<file path="src/rtl/ps2_pkg.sv">
// PS/2 receive shared types: deframer states, frame geometry, frame check helper.
// No logic or latency of its own.
// No flow control; pure definitions.
package ps2_pkg;

  typedef enum logic [1:0] {IDLE, DATA, PARITY, STOP} ps2_state_e;

  localparam int DATA_BITS  = 8;
  localparam int FRAME_BITS = 11;

  // Good frame: stop bit high and odd parity over data plus parity bit.
  function automatic logic frame_ok(input logic [DATA_BITS-1:0] d,
                                    input logic par,
                                    input logic stop);
    return stop & (^{d, par});
  endfunction

endpackage

</file>
<file path="src/rtl/ps2_rx_if.sv">
// Host-side bundle between ps2_rx and io_bridge: FIFO pop port, status, irq.
// Combinational wires only.
// io_bridge pops via rd; ps2_rx ignores rd while valid is low.
interface ps2_rx_if #(
  parameter int FIFO_DEPTH = 16
);
  localparam int LVL_W = $clog2(FIFO_DEPTH) + 1;

  logic             rd;
  logic             clr_err;
  logic [7:0]       rd_data;
  logic             valid;
  logic [LVL_W-1:0] level;
  logic             irq;
  logic             parity_err;
  logic             overflow;

  modport master (
    output rd, clr_err,
    input  rd_data, valid, level, irq, parity_err, overflow
  );

  modport slave (
    input  rd, clr_err,
    output rd_data, valid, level, irq, parity_err, overflow
  );
endinterface

</file>
<file path="src/rtl/sync_fifo.sv">
// Show-ahead synchronous FIFO with occupancy count.
// Write visible at head the cycle after push; pop advances head next cycle.
// Push while full is dropped unless a pop is accepted in the same cycle.
module sync_fifo #(
  parameter int WIDTH = 8,
  parameter int DEPTH = 16
) (
  input  logic                     clk,
  input  logic                     rst_n,
  input  logic                     push,
  input  logic [WIDTH-1:0]         push_data,
  input  logic                     pop,
  output logic [WIDTH-1:0]         pop_data,
  output logic                     full,
  output logic                     empty,
  output logic [$clog2(DEPTH):0]   level,
  output logic                     push_ok
);
  localparam int AW = $clog2(DEPTH);
  localparam int LW = AW + 1;

  logic [WIDTH-1:0] mem [DEPTH];
  logic [AW-1:0]    wr_ptr;
  logic [AW-1:0]    rd_ptr;
  logic [LW-1:0]    cnt;
  logic             pop_ok;

  assign empty   = (cnt == '0);
  assign full    = (cnt == LW'(DEPTH));
  assign pop_ok  = pop & ~empty;
  // A full FIFO can still take a byte when the head leaves in the same cycle.
  assign push_ok = push & (~full | pop_ok);
  assign level   = cnt;
  assign pop_data = empty ? '0 : mem[rd_ptr];

  always_ff @(posedge clk) begin
    if (!rst_n) begin
      wr_ptr <= '0;
      rd_ptr <= '0;
      cnt    <= '0;
    end else begin
      if (push_ok) wr_ptr <= wr_ptr + 1'b1;
      if (pop_ok)  rd_ptr <= rd_ptr + 1'b1;
      cnt <= cnt + LW'(push_ok) - LW'(pop_ok);
    end
  end

  always_ff @(posedge clk) begin
    if (push_ok) mem[wr_ptr] <= push_data;
  end

endmodule

</file>
<file path="src/rtl/ps2_rx.sv">
// PS/2 device-to-host receiver: sync/deglitch, 11-bit deframe, odd parity, scan-code FIFO.
// Byte visible (valid, irq) one cycle after the stop-bit falling edge.
// No backpressure to the keyboard: bytes arriving with a full FIFO are dropped and flagged.
module ps2_rx
  import ps2_pkg::*;
#(
  parameter int FIFO_DEPTH  = 16,
  parameter int FILTER_LEN  = 8,
  parameter int TIMEOUT_CYC = 50000
) (
  input  logic clk,
  input  logic rst_n,
  input  logic ps2_clk,
  input  logic ps2_data,
  ps2_rx_if.slave host
);
  localparam int FW = $clog2(FILTER_LEN + 1);
  localparam int WW = $clog2(TIMEOUT_CYC + 1);
  localparam int BW = $clog2(DATA_BITS);

  logic [1:0]           clk_sync;
  logic [1:0]           dat_sync;
  logic                 clk_s;
  logic                 dat_s;
  logic                 filt_clk;
  logic [FW-1:0]        flt_cnt;
  logic                 flt_done;
  logic                 fall;

  ps2_state_e           state_q;
  ps2_state_e           state_d;
  logic [DATA_BITS-1:0] shreg;
  logic [BW-1:0]        bit_cnt;
  logic                 par_q;
  logic [WW-1:0]        wdog;
  logic                 timeout;

  logic                 clr_frame;
  logic                 shift_en;
  logic                 cap_par;
  logic                 push;
  logic                 perr_set;

  logic                 push_ok;
  logic                 fifo_full;
  logic                 fifo_empty;
  logic                 irq_q;
  logic                 parity_err_q;
  logic                 overflow_q;

  assign clk_s = clk_sync[1];
  assign dat_s = dat_sync[1];

  always_ff @(posedge clk) begin
    if (!rst_n) begin
      clk_sync <= 2'b11;
      dat_sync <= 2'b11;
    end else begin
      clk_sync <= {clk_sync[0], ps2_clk};
      dat_sync <= {dat_sync[0], ps2_data};
    end
  end

  // Filtered clock follows the synced line only after FILTER_LEN differing samples in a row.
  assign flt_done = (clk_s != filt_clk) && (flt_cnt == FW'(FILTER_LEN - 1));
  assign fall     = flt_done && filt_clk;

  always_ff @(posedge clk) begin
    if (!rst_n) begin
      filt_clk <= 1'b1;
      flt_cnt  <= '0;
    end else if (clk_s == filt_clk) begin
      flt_cnt <= '0;
    end else if (flt_done) begin
      filt_clk <= clk_s;
      flt_cnt  <= '0;
    end else begin
      flt_cnt <= flt_cnt + 1'b1;
    end
  end

  assign timeout = (state_q != IDLE) && (wdog == WW'(TIMEOUT_CYC));

  always_ff @(posedge clk) begin
    if (!rst_n) state_q <= IDLE;
    else        state_q <= state_d;
  end

  always_comb begin
    state_d   = state_q;
    clr_frame = 1'b0;
    shift_en  = 1'b0;
    cap_par   = 1'b0;
    push      = 1'b0;
    perr_set  = 1'b0;
    if (fall) begin
      case (state_q)
        IDLE: begin
          if (!dat_s) begin
            state_d   = DATA;
            clr_frame = 1'b1;
          end
        end
        DATA: begin
          shift_en = 1'b1;
          if (bit_cnt == BW'(DATA_BITS - 1)) state_d = PARITY;
        end
        PARITY: begin
          cap_par = 1'b1;
          state_d = STOP;
        end
        STOP: begin
          if (frame_ok(shreg, par_q, dat_s)) push = 1'b1;
          else                               perr_set = 1'b1;
          state_d = IDLE;
        end
        default: state_d = IDLE;
      endcase
    end else if (timeout) begin
      state_d = IDLE;
    end
  end

  always_ff @(posedge clk) begin
    if (!rst_n) begin
      shreg   <= '0;
      bit_cnt <= '0;
      par_q   <= 1'b0;
      wdog    <= '0;
    end else begin
      if (clr_frame) begin
        shreg   <= '0;
        bit_cnt <= '0;
      end
      if (shift_en) begin
        shreg   <= {dat_s, shreg[DATA_BITS-1:1]};
        bit_cnt <= bit_cnt + 1'b1;
      end
      if (cap_par) par_q <= dat_s;
      if (state_q == IDLE || fall) wdog <= '0;
      else                         wdog <= wdog + 1'b1;
    end
  end

  sync_fifo #(
    .WIDTH (DATA_BITS),
    .DEPTH (FIFO_DEPTH)
  ) u_fifo (
    .clk       (clk),
    .rst_n     (rst_n),
    .push      (push),
    .push_data (shreg),
    .pop       (host.rd),
    .pop_data  (host.rd_data),
    .full      (fifo_full),
    .empty     (fifo_empty),
    .level     (host.level),
    .push_ok   (push_ok)
  );

  // Set beats clear when an error and clr_err land in the same cycle.
  always_ff @(posedge clk) begin
    if (!rst_n) begin
      irq_q        <= 1'b0;
      parity_err_q <= 1'b0;
      overflow_q   <= 1'b0;
    end else begin
      irq_q <= push_ok;
      if (perr_set)          parity_err_q <= 1'b1;
      else if (host.clr_err) parity_err_q <= 1'b0;
      if (push && fifo_full && !host.rd) overflow_q <= 1'b1;
      else if (host.clr_err)             overflow_q <= 1'b0;
    end
  end

  assign host.valid      = ~fifo_empty;
  assign host.irq        = irq_q;
  assign host.parity_err = parity_err_q;
  assign host.overflow   = overflow_q;

endmodule

</file>
<file path="src/flat_wrapper.sv">
// flat-port wrapper written by rule: the top's interface ports become plain ports
module ps2_rx_flat import ps2_pkg::*;
#(
  parameter int FIFO_DEPTH  = 16,
  parameter int FILTER_LEN  = 8,
  parameter int TIMEOUT_CYC = 50000
)
  (clk, rst_n, ps2_clk, ps2_data, host_rd, host_clr_err, host_rd_data, host_valid, host_level, host_irq, host_parity_err, host_overflow);
  ps2_rx_if #(.FIFO_DEPTH(FIFO_DEPTH)) host_i ();
  input  logic clk;
  input  logic rst_n;
  input  logic ps2_clk;
  input  logic ps2_data;
  input wire logic [$bits(host_i.rd)-1:0] host_rd;
  input wire logic [$bits(host_i.clr_err)-1:0] host_clr_err;
  output wire logic [$bits(host_i.rd_data)-1:0] host_rd_data;
  output wire logic [$bits(host_i.valid)-1:0] host_valid;
  output wire logic [$bits(host_i.level)-1:0] host_level;
  output wire logic [$bits(host_i.irq)-1:0] host_irq;
  output wire logic [$bits(host_i.parity_err)-1:0] host_parity_err;
  output wire logic [$bits(host_i.overflow)-1:0] host_overflow;
  assign host_i.rd = host_rd;
  assign host_i.clr_err = host_clr_err;
  assign host_rd_data = host_i.rd_data;
  assign host_valid = host_i.valid;
  assign host_level = host_i.level;
  assign host_irq = host_i.irq;
  assign host_parity_err = host_i.parity_err;
  assign host_overflow = host_i.overflow;
  ps2_rx #(.FIFO_DEPTH(FIFO_DEPTH), .FILTER_LEN(FILTER_LEN), .TIMEOUT_CYC(TIMEOUT_CYC)) u_core (.clk(clk), .rst_n(rst_n), .ps2_clk(ps2_clk), .ps2_data(ps2_data), .host(host_i));
endmodule
</file>
<file path="config.mk">
export PLATFORM = sky130hd
export DESIGN_NAME = ps2_rx_flat
export DESIGN_NICKNAME = d
export VERILOG_FILES = /design/src/rtl/ps2_pkg.sv /design/src/rtl/ps2_rx_if.sv /design/src/rtl/sync_fifo.sv /design/src/rtl/ps2_rx.sv /design/src/flat_wrapper.sv
export SDC_FILE = /design/constraint.sdc
export NUM_CORES = 1
export LEC_CHECK = 0
export ABC_AREA = 1
export CORE_MARGIN = 2
export CORE_UTILIZATION = 60
export DETAILED_ROUTE_END_ITERATION = 8
export MAX_ROUTING_LAYER = met4
export PLACE_DENSITY_LB_ADDON = 0.05
export SETUP_SLACK_MARGIN = 0.4
export SLEW_MARGIN = 10
export SYNTH_ARGS = -nofsm -noshare
export SYNTH_HDL_FRONTEND = slang
export SYNTH_HIERARCHICAL = 1
export SYNTH_SLANG_ARGS = --single-unit
</file>
<file path="constraint.sdc">
create_clock -name clk -period 2.95 [get_ports clk]
set_clock_uncertainty 0.15 [all_clocks]
set_input_delay 0.4425 -clock clk [delete_from_list [all_inputs] [get_ports clk]]
set_output_delay 0.4425 -clock clk [all_outputs]
set_load 0.02 [all_outputs]
</file>
==> run metrics, run 1 <==
status finished, final reports clean; # diodes 0; Gate Count Post-Synth 807; list of most frequent post-synthesis cells nand2_1 (239), edfxtp_1 (128), nand3_1 (110); post-route minimum period 2.541 ns; Post-synth top flop edfxtp_1; Synthesized Nets 834; Yosys Warn Count 6; synthesized area per cell 9.988 um2; Layout Cells excl Fill 1,070; P_int 4.800 mW; register area share after synthesis 0.6234; Design Area, Final 9742 um2; wire length of the first global-routing pass 27.48 mm; CTS buffer count 17; DRC 0; core area 13,190 um2; Total GRT Usage 0.2592; post-synth top area cell edfxtp_1; Initial DRC Count 508; Placed Area 8601 um2; antenna violations before repair 0; Routed WL per cell 17.07 um; flops & latches, synth 187; crit share post-route 0.8612; critical path's slowest cell dfxtp_4; ys async rst share 0; fmax 393.6 MHz; DRT antenna net count 0; Critical Path AT 2.75 ns; die height 119.9 um; Slew HR 0.5953; final hold viol count 0; VDD IR max 624.2 uV; P&R area growth vs syn 20.86%; Final setup viols 0; fraction of layout cells with a size suffix above 1 0.1957; switching power 2.160 mW; CTS tree built; Worst-Margin Slew 0.6063 ns; most used cell, CP nand2_1; CTS Buffer Depth 2; TNS Setup 0 ns; largest net degree at the start of global routing 33; # rows 42; final net count 908; CP Class flop to flop; Post-Syn Area 8060 um2; Worst Path Max Fanout 6; Placed Cells 1,015; most frequent cell after synthesis nand2_1; data required time of the worst path 3.16 ns; starting density of the core 0.6111; Root Buffer Master clkbuf_16; P_leak 3.693 nW; Worst setup SP type flop; clk sinks 187; PwrDens 714.5 nW/um2; clock share of power 0.305; grt total ovfl 0; HP Class flop to flop; unrepaired setup endpoints after global routing yes; Worst-path clk slew 0.07 ns; port bufs 22; DR vias/cell 5.557; Largest stage delay, worst path 0.36 ns; vias in the first global route 5,453; Max Cap Viol 0; top cell type's share of synthesized area 0.4769; Die Wd 119.9 um; die area 14,380 um2; Placer Congestion 0.8245; boundary pin count 23; EDFF count, synth 128; final WL 18.26 mm; Power, Total 6.960 mW; Gate power share 0.280; CP Cell Sequence nand2_2 -> inv_1 -> nor2_1 -> nand2_1 -> nand2_1 -> nand2_1 -> nand2_1 -> nand2_1 -> nand2_2 -> nand2_2 -> nor3_4 -> nand2_2 -> inv_4 -> ha_4 -> fa_2 -> a21oi_2 -> o21bai_1 -> o21ai_1 -> a21oi_1; Synth cell types 39; Max Slew Vio Count 0; Worst-Skew Late Latency 0.43 ns; via count 5,946; drt pass-1 iters 5; top post-synthesis cells by area edfxtp_1 (48%), dfxtp_1 (15%), nand2_1 (11%), nand3_1 (6.8%), ha_1 (3.1%); H-tree depth 4; DP HPWL 10.83 mm; Seq pwr share 0.415; CP Capture Type flop; sw frac 0.3103
[layer usage]
| layer | global-route usage | vias up | wire length (um) |
|---|---|---|---|
| li1 | - | 2865 | - |
| met1 | 0.3376 | 2857 | 7739 |
| met2 | 0.4247 | 191 | 9120 |
| met3 | 0.04563 | 33 | 1046 |
| met4 | 0.06838 | 0 | 358 |
| met5 | - | - | 0 |
[worst max-delay path, delay by kind of cell (launching register included)]
kind                       cells  cell delay [ns]
and+or+nand+nor               11             1.00
AOI/OAI and AO/OA              4             0.44
DFF                            1             0.36
adders and majority gates      2             0.36
buffers and inverters          2             0.16
[registers in the layout (all words and copies together), names as in the netlist, 3 cells and up, named ones only]
register              count
u_core/u_fifo/mem       128
u_core/flt_cnt            4
u_core/shreg              8
u_core/u_fifo/wr_ptr      4
u_core/bit_cnt            3
u_core/u_fifo/level       5
u_core/wdog              16
u_core/u_fifo/rd_ptr      4
[cells in the final DEF, fill, tap and decap left out, types with 3 or more instances in the layout]
cell type and count:
a21oi_1 37, a21oi_2 7, buf_12 5, buf_4 39, buf_6 14, buf_8 3
clkbuf_16 21, clkdlybuf4s50_1 13, clkinv_2 3, clkinv_4 4, clkinvlp_4 4, dfxtp_1 50
dfxtp_2 7, edfxtp_1 128, ha_1 19, inv_1 54, inv_2 6, inv_6 3
nand2_1 224, nand2_2 13, nand3_1 102, nand3_2 9, nand4_1 8, nor2_1 42
nor2_2 8, nor2_4 7, nor3_1 4, o21ai_0 13, or2_2 4, xnor2_1 6
xor2_1 6
[power groups by stage]
stage          clock [mW]  sequential, mW  combinational [mW]
2_1_floorplan           0            2.95                1.07
3_3_place_gp            0            2.94                1.53
4_1_cts              2.15            2.89                1.60
3_5_place_dp            0            2.94                1.57
5_1_grt              2.27            2.89                2.11
6_report             2.12            2.89                1.95
[final cells by class]
cell class / instances / area [um2]
flip-flops and latches: 187 / 5041
fillers: 938 / 3448
multi-input cells: 530 / 2796
repair buffers: 81 / 867.1
clock buffers: 17 / 425.4
inverters: 63 / 256.5
well taps: 176 / 220.2
clock inverters: 15 / 126.4
repair inverters: 1 / 8.758
[timing repair]
item | 4_1_cts | 5_1_grt
buffers inserted | 3 | 13
hold buffers | 0 | 0
resized for setup | 49 | 86
endpoints found under the setup margin | 116 | 138
gates cloned | 1 | 6
pin swaps | 2 | 26
[per-stage QoR]
step	setup slack (ns)	util	hold WS (ns)
after floorplan	0.3951	-	0.2425
after global placement	0.1650	0.6521	0.2448
after detailed placement	0.1236	0.6521	0.2517
after CTS	0.3175	0.6997	0.2676
after global routing	0.2029	0.7386	0.2779
final	0.4095	0.7386	0.2645
[logic make-up after synthesis]
group | synth area share
flops | 0.6234
xor+xnor | 0.01413
compound gates | 0.04362
buf+inv | 0.05728
fa+ha+maj | 0.03353
simple gates | 0.2280
[path summary, 6_finish.rpt]
path,to,startpoint,slack (ns),cells after the start
min,u_core/clk_sync[1]$_SDFF_PN1_,u_core/clk_sync[0]$_SDFF_PN1_,0.26,1
min reg2reg,u_core/clk_sync[1]$_SDFF_PN1_,u_core/clk_sync[0]$_SDFF_PN1_,0.26,1
max,u_core/u_fifo/level[4]$_SDFF_PN0_,u_core/shreg[0]$_SDFFE_PN0P_,0.41,19
max reg2reg,u_core/u_fifo/level[4]$_SDFF_PN0_,u_core/shreg[0]$_SDFFE_PN0P_,0.41,19
Power figures use the tool's default switching activity.
==> run 2, diff against run 1 <==
--- a/config.mk
+++ b/config.mk
@@ -8,6 +8,7 @@
 export ABC_AREA = 1
 export CORE_MARGIN = 2
 export CORE_UTILIZATION = 60
+export CTS_CLUSTER_SIZE = 8
 export DETAILED_ROUTE_END_ITERATION = 8
 export MAX_ROUTING_LAYER = met4
 export PLACE_DENSITY_LB_ADDON = 0.05
==> results of run 2 <==
The final DEF is identical to that of run 1; final timing and power are the same.
